File: src/rtl/sliding_tile_driver.sv
// sliding_tile_driver
//   Buffers a host-supplied list of moves for the 3x3 sliding-tile board and
//   plays them back one per cycle. Tracks its own copy of the blank location
//   so that only legal moves reach the board; illegal moves are dropped and
//   counted.
//
// Ports
//   clk, reset     : clock; synchronous active-high reset
//   in_valid/in_dir: host offers a move (00 LEFT, 01 RIGHT, 10 UP, 11 DOWN)
//   in_ready       : FIFO accepts a move (IDLE and not full)
//   start          : begin playback of the buffered moves
//   dir_out        : direction to the board, held between legal moves
//   dir_valid      : dir_out is a legal move this cycle
//   busy           : playback in progress
//   done           : one-cycle pulse when playback ends
//   blank_row/col  : tracked blank location (row 0 = top, col 0 = left)
//   move_count     : legal moves issued since reset, saturating
//   illegal_count  : moves dropped since reset, saturating at 15
module sliding_tile_driver #(
    parameter int unsigned DEPTH = 8,
    parameter int unsigned CNT_W = 8
) (
    input  logic             clk,
    input  logic             reset,
    input  logic             in_valid,
    input  logic [1:0]       in_dir,
    output logic             in_ready,
    input  logic             start,
    output logic [1:0]       dir_out,
    output logic             dir_valid,
    output logic             busy,
    output logic             done,
    output logic [1:0]       blank_row,
    output logic [1:0]       blank_col,
    output logic [CNT_W-1:0] move_count,
    output logic [3:0]       illegal_count
);

    localparam int unsigned PTR_W = $clog2(DEPTH);
    localparam int unsigned OCC_W = $clog2(DEPTH + 1);

    typedef enum logic [1:0] {
        S_IDLE,
        S_PLAY,
        S_DONE
    } state_t;

    state_t             state_q, state_d;
    logic [1:0]         mem_q [DEPTH];
    logic [1:0]         mem_d [DEPTH];
    logic [PTR_W-1:0]   wr_ptr_q, wr_ptr_d;
    logic [PTR_W-1:0]   rd_ptr_q, rd_ptr_d;
    logic [OCC_W-1:0]   occ_q, occ_d;
    logic [1:0]         dir_out_q, dir_out_d;
    logic               dir_valid_q, dir_valid_d;
    logic               busy_q, busy_d;
    logic               done_q, done_d;
    logic [1:0]         row_q, row_d;
    logic [1:0]         col_q, col_d;
    logic [CNT_W-1:0]   move_count_q, move_count_d;
    logic [3:0]         illegal_count_q, illegal_count_d;

    logic               push;
    logic [1:0]         head;
    logic               head_legal;
    logic [1:0]         next_row;
    logic [1:0]         next_col;

    assign in_ready = (state_q == S_IDLE) && (occ_q != OCC_W'(DEPTH));
    assign push     = in_valid && in_ready;
    assign head     = mem_q[rd_ptr_q];

    // Legality of the head entry against the tracked blank, plus the blank
    // location it would lead to.
    always_comb begin
        head_legal = 1'b0;
        next_row   = row_q;
        next_col   = col_q;
        unique case (head)
            2'b00: begin head_legal = (col_q != 2'd0); next_col = col_q - 2'd1; end
            2'b01: begin head_legal = (col_q != 2'd2); next_col = col_q + 2'd1; end
            2'b10: begin head_legal = (row_q != 2'd0); next_row = row_q - 2'd1; end
            2'b11: begin head_legal = (row_q != 2'd2); next_row = row_q + 2'd1; end
        endcase
    end

    always_comb begin
        state_d         = state_q;
        mem_d           = mem_q;
        wr_ptr_d        = wr_ptr_q;
        rd_ptr_d        = rd_ptr_q;
        occ_d           = occ_q;
        dir_out_d       = dir_out_q;
        dir_valid_d     = 1'b0;
        busy_d          = 1'b0;
        done_d          = 1'b0;
        row_d           = row_q;
        col_d           = col_q;
        move_count_d    = move_count_q;
        illegal_count_d = illegal_count_q;

        // Pushes only happen in IDLE and pops only in PLAY, so occupancy
        // never sees both in the same cycle.
        if (push) begin
            mem_d[wr_ptr_q] = in_dir;
            wr_ptr_d        = wr_ptr_q + PTR_W'(1);
            occ_d           = occ_q + OCC_W'(1);
        end

        unique case (state_q)
            S_IDLE: begin
                if (start) begin
                    state_d = S_PLAY;
                    busy_d  = 1'b1;
                end
            end
            S_PLAY: begin
                if (occ_q != '0) begin
                    busy_d   = 1'b1;
                    rd_ptr_d = rd_ptr_q + PTR_W'(1);
                    occ_d    = occ_q - OCC_W'(1);
                    if (head_legal) begin
                        dir_out_d   = head;
                        dir_valid_d = 1'b1;
                        row_d       = next_row;
                        col_d       = next_col;
                        if (move_count_q != '1)
                            move_count_d = move_count_q + CNT_W'(1);
                    end else if (illegal_count_q != '1) begin
                        illegal_count_d = illegal_count_q + 4'd1;
                    end
                end else begin
                    state_d = S_DONE;
                    done_d  = 1'b1;
                end
            end
            S_DONE: begin
                state_d = S_IDLE;
            end
            default: begin
                state_d = S_IDLE;
            end
        endcase
    end

    always_ff @(posedge clk) begin
        mem_q <= mem_d;
        if (reset) begin
            state_q         <= S_IDLE;
            wr_ptr_q        <= '0;
            rd_ptr_q        <= '0;
            occ_q           <= '0;
            dir_out_q       <= '0;
            dir_valid_q     <= 1'b0;
            busy_q          <= 1'b0;
            done_q          <= 1'b0;
            row_q           <= 2'd2;
            col_q           <= 2'd2;
            move_count_q    <= '0;
            illegal_count_q <= '0;
        end else begin
            state_q         <= state_d;
            wr_ptr_q        <= wr_ptr_d;
            rd_ptr_q        <= rd_ptr_d;
            occ_q           <= occ_d;
            dir_out_q       <= dir_out_d;
            dir_valid_q     <= dir_valid_d;
            busy_q          <= busy_d;
            done_q          <= done_d;
            row_q           <= row_d;
            col_q           <= col_d;
            move_count_q    <= move_count_d;
            illegal_count_q <= illegal_count_d;
        end
    end

    assign dir_out       = dir_out_q;
    assign dir_valid     = dir_valid_q;
    assign busy          = busy_q;
    assign done          = done_q;
    assign blank_row     = row_q;
    assign blank_col     = col_q;
    assign move_count    = move_count_q;
    assign illegal_count = illegal_count_q;

endmodule

File: config.mk
export PLATFORM = sky130hd
export DESIGN_NAME = sliding_tile_driver
export DESIGN_NICKNAME = d
export VERILOG_FILES = /design/src/rtl/sliding_tile_driver.sv
export SDC_FILE = /design/constraint.sdc
export NUM_CORES = 1
export LEC_CHECK = 0
export CORE_ASPECT_RATIO = 0.5
export CORE_MARGIN = 2
export CORE_UTILIZATION = 40
export DETAILED_ROUTE_END_ITERATION = 16
export PLACE_DENSITY = 0.69
export SYNTH_ARGS = -nofsm -noshare
export SYNTH_HDL_FRONTEND = slang
export SYNTH_SLANG_ARGS = --single-unit
File: constraint.sdc
create_clock -name clk -period 6.3 [get_ports clk]
set_input_delay 0.945 -clock clk [delete_from_list [all_inputs] [get_ports clk]]
set_output_delay 0.945 -clock clk [all_outputs]
set_load 0.03 [all_outputs]
======== After elaboration in Yosys (flattened, before gate mapping) ========
Cells that the tools add are included.
operators by class
  add/sub/neg operators ................... 10
  $lt $le $gt $ge ......................... 3
  eq/ne operators ......................... 11
  muxes and demuxes ....................... 20
  bitwise gates (word level) .............. 5
  reductions and logical operators ........ 19
operator list
  operator             count
  $bwmux 16            1
  $reduce_and 4->1     4
  $mux 4               3
  $pmux 2 s2           3
  $mux 2               5
  $add 4x1->4 const B  2
  $add 8x1->8 const B  1
  $ge 4x4->1 const B   2
  $ne 2x2->1 const B   4
  $ne 4x4->1 const B   2
  $ne 8x8->1 const B   1
  $not 3->4            2
  $reduce_bool 2->1    4
  $add 3x1->3 const B  2
  $bmux 2 s3           1
  $demux 2 s3          1
  $add 2x1->2 const B  2
  $eq 2x1->1 const B   2
  $eq 2x2->1 const B   2
  $logic_not 2->1      2
  $lt 4x1->1 const B   1
  $mux 1               4
  $pmux 1 s4           1
  $reduce_and 2->1     2
  other kinds (9)      14
storage, ports and cells
  bits in registers ....................... 49
  output and inout bits ................... 22
  word-level logic and storage cells ...... 88

======== Longest topological paths before layout ========
Gate-level depths: netlist of the first run.
  word-level depth ........................ 8
  gate-level depth with buffers ........... 10
  gate-level depth less buffers ........... 8

======== Worst setup path before layout of the first run ========
OpenSTA, ideal clock, no wires.
  path kind ............................... register to register
  from .................................... register rd_ptr_q[0]
  to ...................................... register illegal_count_q[3] (netlist: illegal_count[3])
  setup time .............................. 71 ps
  arrival ................................. 2320 ps
  path slack .............................. 3909 ps
  stages on the path, launching flop included .. 7
  clock period less this slack ............ 2391 ps
  cell sequence ........................... dfxtp_1 > buf_6 > mux4_2 > mux2i_4 > mux2_2 > or4_1 > a21oi_1
between the ends
  longest elaborated chain between the ends .. 8
ends and longest elaborated chain
  what                                            RTL line  source
  start, declared                                 52        logic [PTR_W-1:0] rd_ptr_q, rd_ptr_d;
  start signal, assigned                          164       rd_ptr_q <= rd_ptr_d;
  $not 3->4 (implied by the code) (*)             71        assign head = mem_q[rd_ptr_q];
  $bmux 2 s3 (*)                                  71
  $mux 2 (implied by the code) (*) (2 in series)  71
  $eq 2x2->1, or another cell as far along        79        unique case (head)
  $pmux 1 s4 (*)                                  79
  $not 1->1 (no line) (*)                         -
  $reduce_and 4->1 (no line) (*)                  -
  end signal, assigned                            173       illegal_count_q <= illegal_count_d;
  end, declared                                   61        logic [3:0] illegal_count_q, illegal_count_d;
Mark *: on every way between the ends. The rest lies on a longest branch, timed or not. The select of a mux whose other input is x is not followed.
A chain may end at the register's enable or synchronous reset.

======== Worst setup path after layout of the first run ========
  from .................................... register occ_q[0]
  to ...................................... output port in_ready
between the ends
  longest elaborated chain between the ends .. 2
ends and longest elaborated chain
  what                    RTL line  source
  start, declared         53        logic [OCC_W-1:0] occ_q, occ_d;
  start signal, assigned  152       occ_q <= '0;
  start signal, assigned  165       occ_q <= occ_d;
  $ne 4x4->1              69        assign in_ready = (state_q == S_IDLE) && (occ_q != OCC_W'(DEPTH));
  $logic_and 1x1->1       69
  end, declared           27        output logic in_ready,
Every way passes these cells.

==> impl_metrics.ini, run 1 <==
[critical_path]
worst-r2r-setup-slack_ns = 3.58
slowest_delay_ns = 0.70
crit_buf_inv = 2
crit_cells = 6
reg2regPathDepth = 6
critPathTopFamily = buffers and inverters
required_ns = 5.35
reg2reg_from = rd_ptr_q[0]
startpoint = occ_q[0]
cp.arrival_ns = 2.02
crit_path_top_delay_cell = clkdlybuf4s50_1
endpoint_kind = output pin
start_kind = register
crit_type = register to output pin
crit_chain = inv_1, ha_1, nand2_1, nor2_1, nor3_1, clkdlybuf4s50_1
setup.worst_path.end = in_ready
reg2reg_to = move_count[5]
crit_fanout = 5

[clocking]
post-cts-setup-buffer-count = 0
clkSinkCount = 49
cts_buffers = 5
path_clk_slew_ns = 0.09
cts_tree = done
cts_max_path_buffers = 2
worstSkewPairLatency_ns = 0.31
cts_hold_repair.buffers = 0
htree_levels = 2
cts-root-buf = clkbuf_8
cts_resized = 0

[flow_run]
maxCapViolCount = 0

[route]
routed_via_density = 5.30
wire_per_inst_um = 14.2
detailroute.via_count = 1692
drt-pass1-iter-count = 4
finalWirelength_mm = 4.54
antenna_left = 0
drc = 0
dr.first_iter.drc_count = 71

[final_layout]
nNetsFinal = 257
synthToLayoutAreaGrowth_pct = 21.1
layout-drive-gt1-share_pct = 6.50
layout_commonest_cell = dfxtp_1
final_cell_mix = dfxtp_1, clkdlybuf4s50_1, nor2_1, a21oi_1, edfxtp_1
insertedDiodeCount = 0

[floorplanning]
ioPinCount = 28
fp-row-count = 19
die_w_um = 110
dieArea_sq_um = 6250
start_util_pct = 41.1
die_h_um = 56.9
core_sq_um = 5440

[sta]
maxSlewHeadroom_pct = 19.5
tns_ns = 0
fin_ws_ns = 3.33
hold_viol_final = 0
finalCriticalPeriod_ns = 2.97
max_freq_mhz = 337
rsz0062_at_grt = false
post-route-period-util_pct = 47.1
tightest_slew_ns = 1.20
slew_viol_final = 0
fin_skew_ns = 0.00968
finalSetupViolations = 0

[pwr]
ir_worst_vdd_v = 0.000124
p_leak_uw = 0.000933
p_per_area_nw_per_um2 = 314

[logic_synthesis]
synth_nets = 231
synth_area_leaders = dfxtp_1, edfxtp_1, a21oi_1
ys_ff_latch = 49
synth_top_area_cell = dfxtp_1
synth_area_sq_um = 2240
syn_avg_cell_area_sq_um = 10.2
synthDistinctLibCells = 39
synth_cells = 219
yosysSeqAreaShare_pct = 50.9
synth.top_cell.area_share_pct = 29.5
ys_warn_count = 0

[grt]
grt_max_degree = 38
track_usage_pct = 15.9
grt_pass1_vias = 1553
antenna_found_initial = 0
grt-ovfl-total = 0
grt_pass1_wl_mm = 7.50

[worst_hold_path]
hold_class = register to register
hold_path_startpoint = move_count[7]

[status]
status = complete, no violations

[placement]
io_buffers = 27
hpwl_mm = 3.14
place_ws_ns = 3.59
globalplace.congestion = 0.781
cell usage after synthesis:
cell type	count
nor4_1	6
or3_1	4
o211ai_1	2
nand4_1	1
buf_1	1
mux2i_1	7
clkbuf_1	8
xnor2_1	3
inv_1	5
mux2_1	4
a21o_1	2
nor2_1	19
o21ai_1	5
edfxtp_1	16
nor3_1	9
a31oi_1	2
dfxtp_1	33
o21ai_0	6
and3b_1	1
ha_1	6
buf_6	1
and3_1	1
xor2_1	4
mux2_2	1
a21oi_1	16
nand2_1	15
a221o_1	2
nand2b_1	4
or4_1	5
mux4_2	3
buf_2	1
nor2b_1	6
mux2i_4	1
o21a_1	1
a311oi_1	1
nand3_1	9
o31ai_1	5
a221oi_1	1
a211oi_1	2
per-stage QoR:
stage	total power [uW]	util (%)	hold slack (ns)	std cells	cell area (sq um)
2_1_floorplan	532	-	0.498	219	2240
3_3_place_gp	581	47.3	0.479	311	2570
3_5_place_dp	588	47.3	0.498	311	2570
4_1_cts	858	49.8	0.512	319	2710
5_1_grt	897	49.8	0.539	319	2710
6_report	850	49.8	0.506	319	2710
flip-flops by register name, summed over array words and instances, names as in the netlist:
name,flops
wr_ptr_q,3
busy,1
illegal_count,4
occ_q,4
blank_row,2
state_q,2
rd_ptr_q,3
dir_out,2
mem_q,16
done,1
move_count,8
blank_col,2
dir_valid,1
tightest hold or removal path, cell delays in order, from the launching register on:
cell and delay [ns]:
dfxtp_1 0.34, o31ai_1 0.07, a21oi_1 0.06
power breakdown:
part	internal [uW]	switching, uW	total, uW	leakage [uW]
Sequential	351	30.2	381	0.000413
Combinational	81.7	120	202	0.000452
Clock	160	107	267	0.0000687
Total	592	258	850	0.000933
final cells by class:
class                           count  area (sq um)
Sequential cell                    49          1140
Multi-Input combinational cell    154          1030
Fill cell                         494          2730
Timing Repair Buffer               30           293
Tap cell                           73          91.3
Clock buffer                        5          68.8
Inverter                            5          18.8
Clock inverter                      3          68.8
routing by layer:
metal  share of wire (%)  track usage, %
met4                 1.4            5.42
met1                  50            20.9
met2                  45            25.2
met3                 3.3            4.41
met5                   0               0
logic make-up (layout without fill, tap and decap cells):
group / after synthesis / in the layout / synth area share [%]
buffers and inverters: 16 / 43 / 3.07
adder cells (fa/ha/maj): 6 / 6 / 3.35
flip-flops: 49 / 49 / 50.9
AO/OA/AOI/OAI: 45 / 45 / 12.3
AND/OR/NAND/NOR: 80 / 80 / 17.9
multiplexers: 16 / 16 / 9.66
XOR/XNOR: 7 / 7 / 2.74
how the worst min path moves through the flow:
stage                               end  cells past startpoint
after detailed placement  move_count[7]                      2
final                     move_count[7]                      2
after CTS                 move_count[7]                      2
after global placement    move_count[7]                      2
after global routing      move_count[7]                      2
after floorplan             wr_ptr_q[1]                      2
Note: power is estimated with default switching activity, not from simulation.
==> inputs of run 2 (changes only) <==
- clock period: 6.3 -> 2.8 ns (I/O delays scaled with it)
==> run 2 against run 1 <==
- critical path depth unchanged
- design area increased by 1.2%
- clock-buffer cell count unchanged
- via count decreased by 0.18%
- core utilization increased by 0.60 points
- critical path type unchanged
==> impl_metrics.ini, run 2 (synthesis gave the netlist of run 1 again) <==
[final_layout]
stdcell_count = 322
top_register = mem_q
synthToLayoutAreaGrowth_pct = 22.5
largest_reg_flops = 16
final_cell_mix = dfxtp_1, clkdlybuf4s50_1, nor2_1, a21oi_1, edfxtp_1
nNetsFinal = 260
layout_commonest_cell = dfxtp_1
insertedDiodeCount = 0
nFillCells = 496
postLayoutCoreUtil_pct = 50.4
stdcell_area_sq_um = 2740
layout-drive-gt1-share_pct = 8.03

[grt]
grt_use_met1_pct = 21.7
track_usage_pct = 16.0
busiest_layer = met2
globalRouteMet3Util_pct = 4.88
grt_pass1_wl_mm = 7.71
use_met2_pct = 25.0
grt_max_degree = 22
grt_pass1_vias = 1623
antenna_found_initial = 0
grt-ovfl-total = 0

[critical_path]
crit_type = register to output pin
required_ns = 2.38
cp.arrival_ns = 2.05
endpoint_kind = output pin
crit_chain = inv_1, ha_1, nand2_1, nor2_1, nor3_1, clkdlybuf4s50_1
start_kind = register
slowest_delay_ns = 0.71
crit_fanout = 5
reg2regPathDepth = 7
crit_path_top_delay_cell = clkdlybuf4s50_1

[sta]
fin_skew_ns = 0.00845
hold_viol_final = 0
tns_ns = 0
finalSetupViolations = 0
max_freq_mhz = 405
post-route-period-util_pct = 88.2
tightest_slew_ns = 0.764
finalCriticalPeriod_ns = 2.47
maxSlewHeadroom_pct = 48.9
rsz0062_at_grt = false
slew_viol_final = 0

[route]
wire_per_inst_um = 14.1
routed_via_density = 5.25
drt-pass1-iter-count = 4
finalWirelength_mm = 4.54
dr.first_iter.drc_count = 53
drc = 0
antenna_left = 0
detailroute.via_count = 1689

[clocking]
cts_hold_repair.buffers = 0
cts_buffers = 5
clkSinkCount = 49
cts_resized = 0
cts_max_path_buffers = 2
cts-root-buf = clkbuf_8
cts_tree = done
path_clk_slew_ns = 0.09
post-cts-setup-buffer-count = 0
htree_levels = 2
worstSkewPairLatency_ns = 0.30

[placement]
dp_cells = 314
globalplace.congestion = 0.785
io_buffers = 27
placed_area_sq_um = 2610
hpwl_mm = 3.25

[floorplanning]
start_util_pct = 41.1
fp-row-count = 19
die_w_um = 110
ioPinCount = 28
dieArea_sq_um = 6250
core_sq_um = 5440
die_h_um = 56.9

[pwr]
ir_worst_vdd_v = 0.000275
total_power_uw = 1930
p_leak_uw = 0.000952
p_per_area_nw_per_um2 = 702

[worst_hold_path]
whs_path_depth = 2
hold_class = register to register

[status]
status = complete, no violations

[flow_run]
maxCapViolCount = 0
## run 2: path summary, 6_finish.rpt
| check | startpoint | to | slack (ns) |
|---|---|---|---|
| hold reg to reg | dir_out[1] | dir_out[1] | 0.50 |
| hold / removal | dir_out[1] | dir_out[1] | 0.50 |
| setup reg to reg | rd_ptr_q[0] | move_count[5] | 0.34 |
| setup / recovery | occ_q[0] | in_ready | 0.33 |
## run 2: metal layers
metal / wire length [um] / vias up
li1: - / 872
met1: 2350 / 796
met2: 2020 / 17
met3: 116 / 4
met4: 47 / 0
met5: 0 / -
## run 2: critical path, delay by kind of cell (launching register included)
family,cells,cell delay (ns)
adders and majority gates,1,0.25
DFF,1,0.41
buffers and inverters,2,0.79
and+or+nand+nor,3,0.30
## run 2: layout make-up
class,instances,area (sq um),share of cell area [%]
inverter,5,18.8,0.684
multi-input combinational,154,1030,37.5
clock inverter,3,65.1,2.37
sequential,49,1140,41.6
timing repair buffer,33,328,11.9
tap,73,91.3,3.33
clock buffer,5,68.8,2.51
## run 2: power breakdown
part	switching, uW	internal, uW
Sequential	68.4	790
Combinational	274	209
Clock	229	355
## run 2: through the flow
step	worst slack, ns	hold WS [ns]
after global routing	0.172	0.534
after global placement	0.311	0.489
final	0.330	0.504
after floorplan	0.409	0.498
after detailed placement	0.185	0.496
after CTS	0.143	0.509
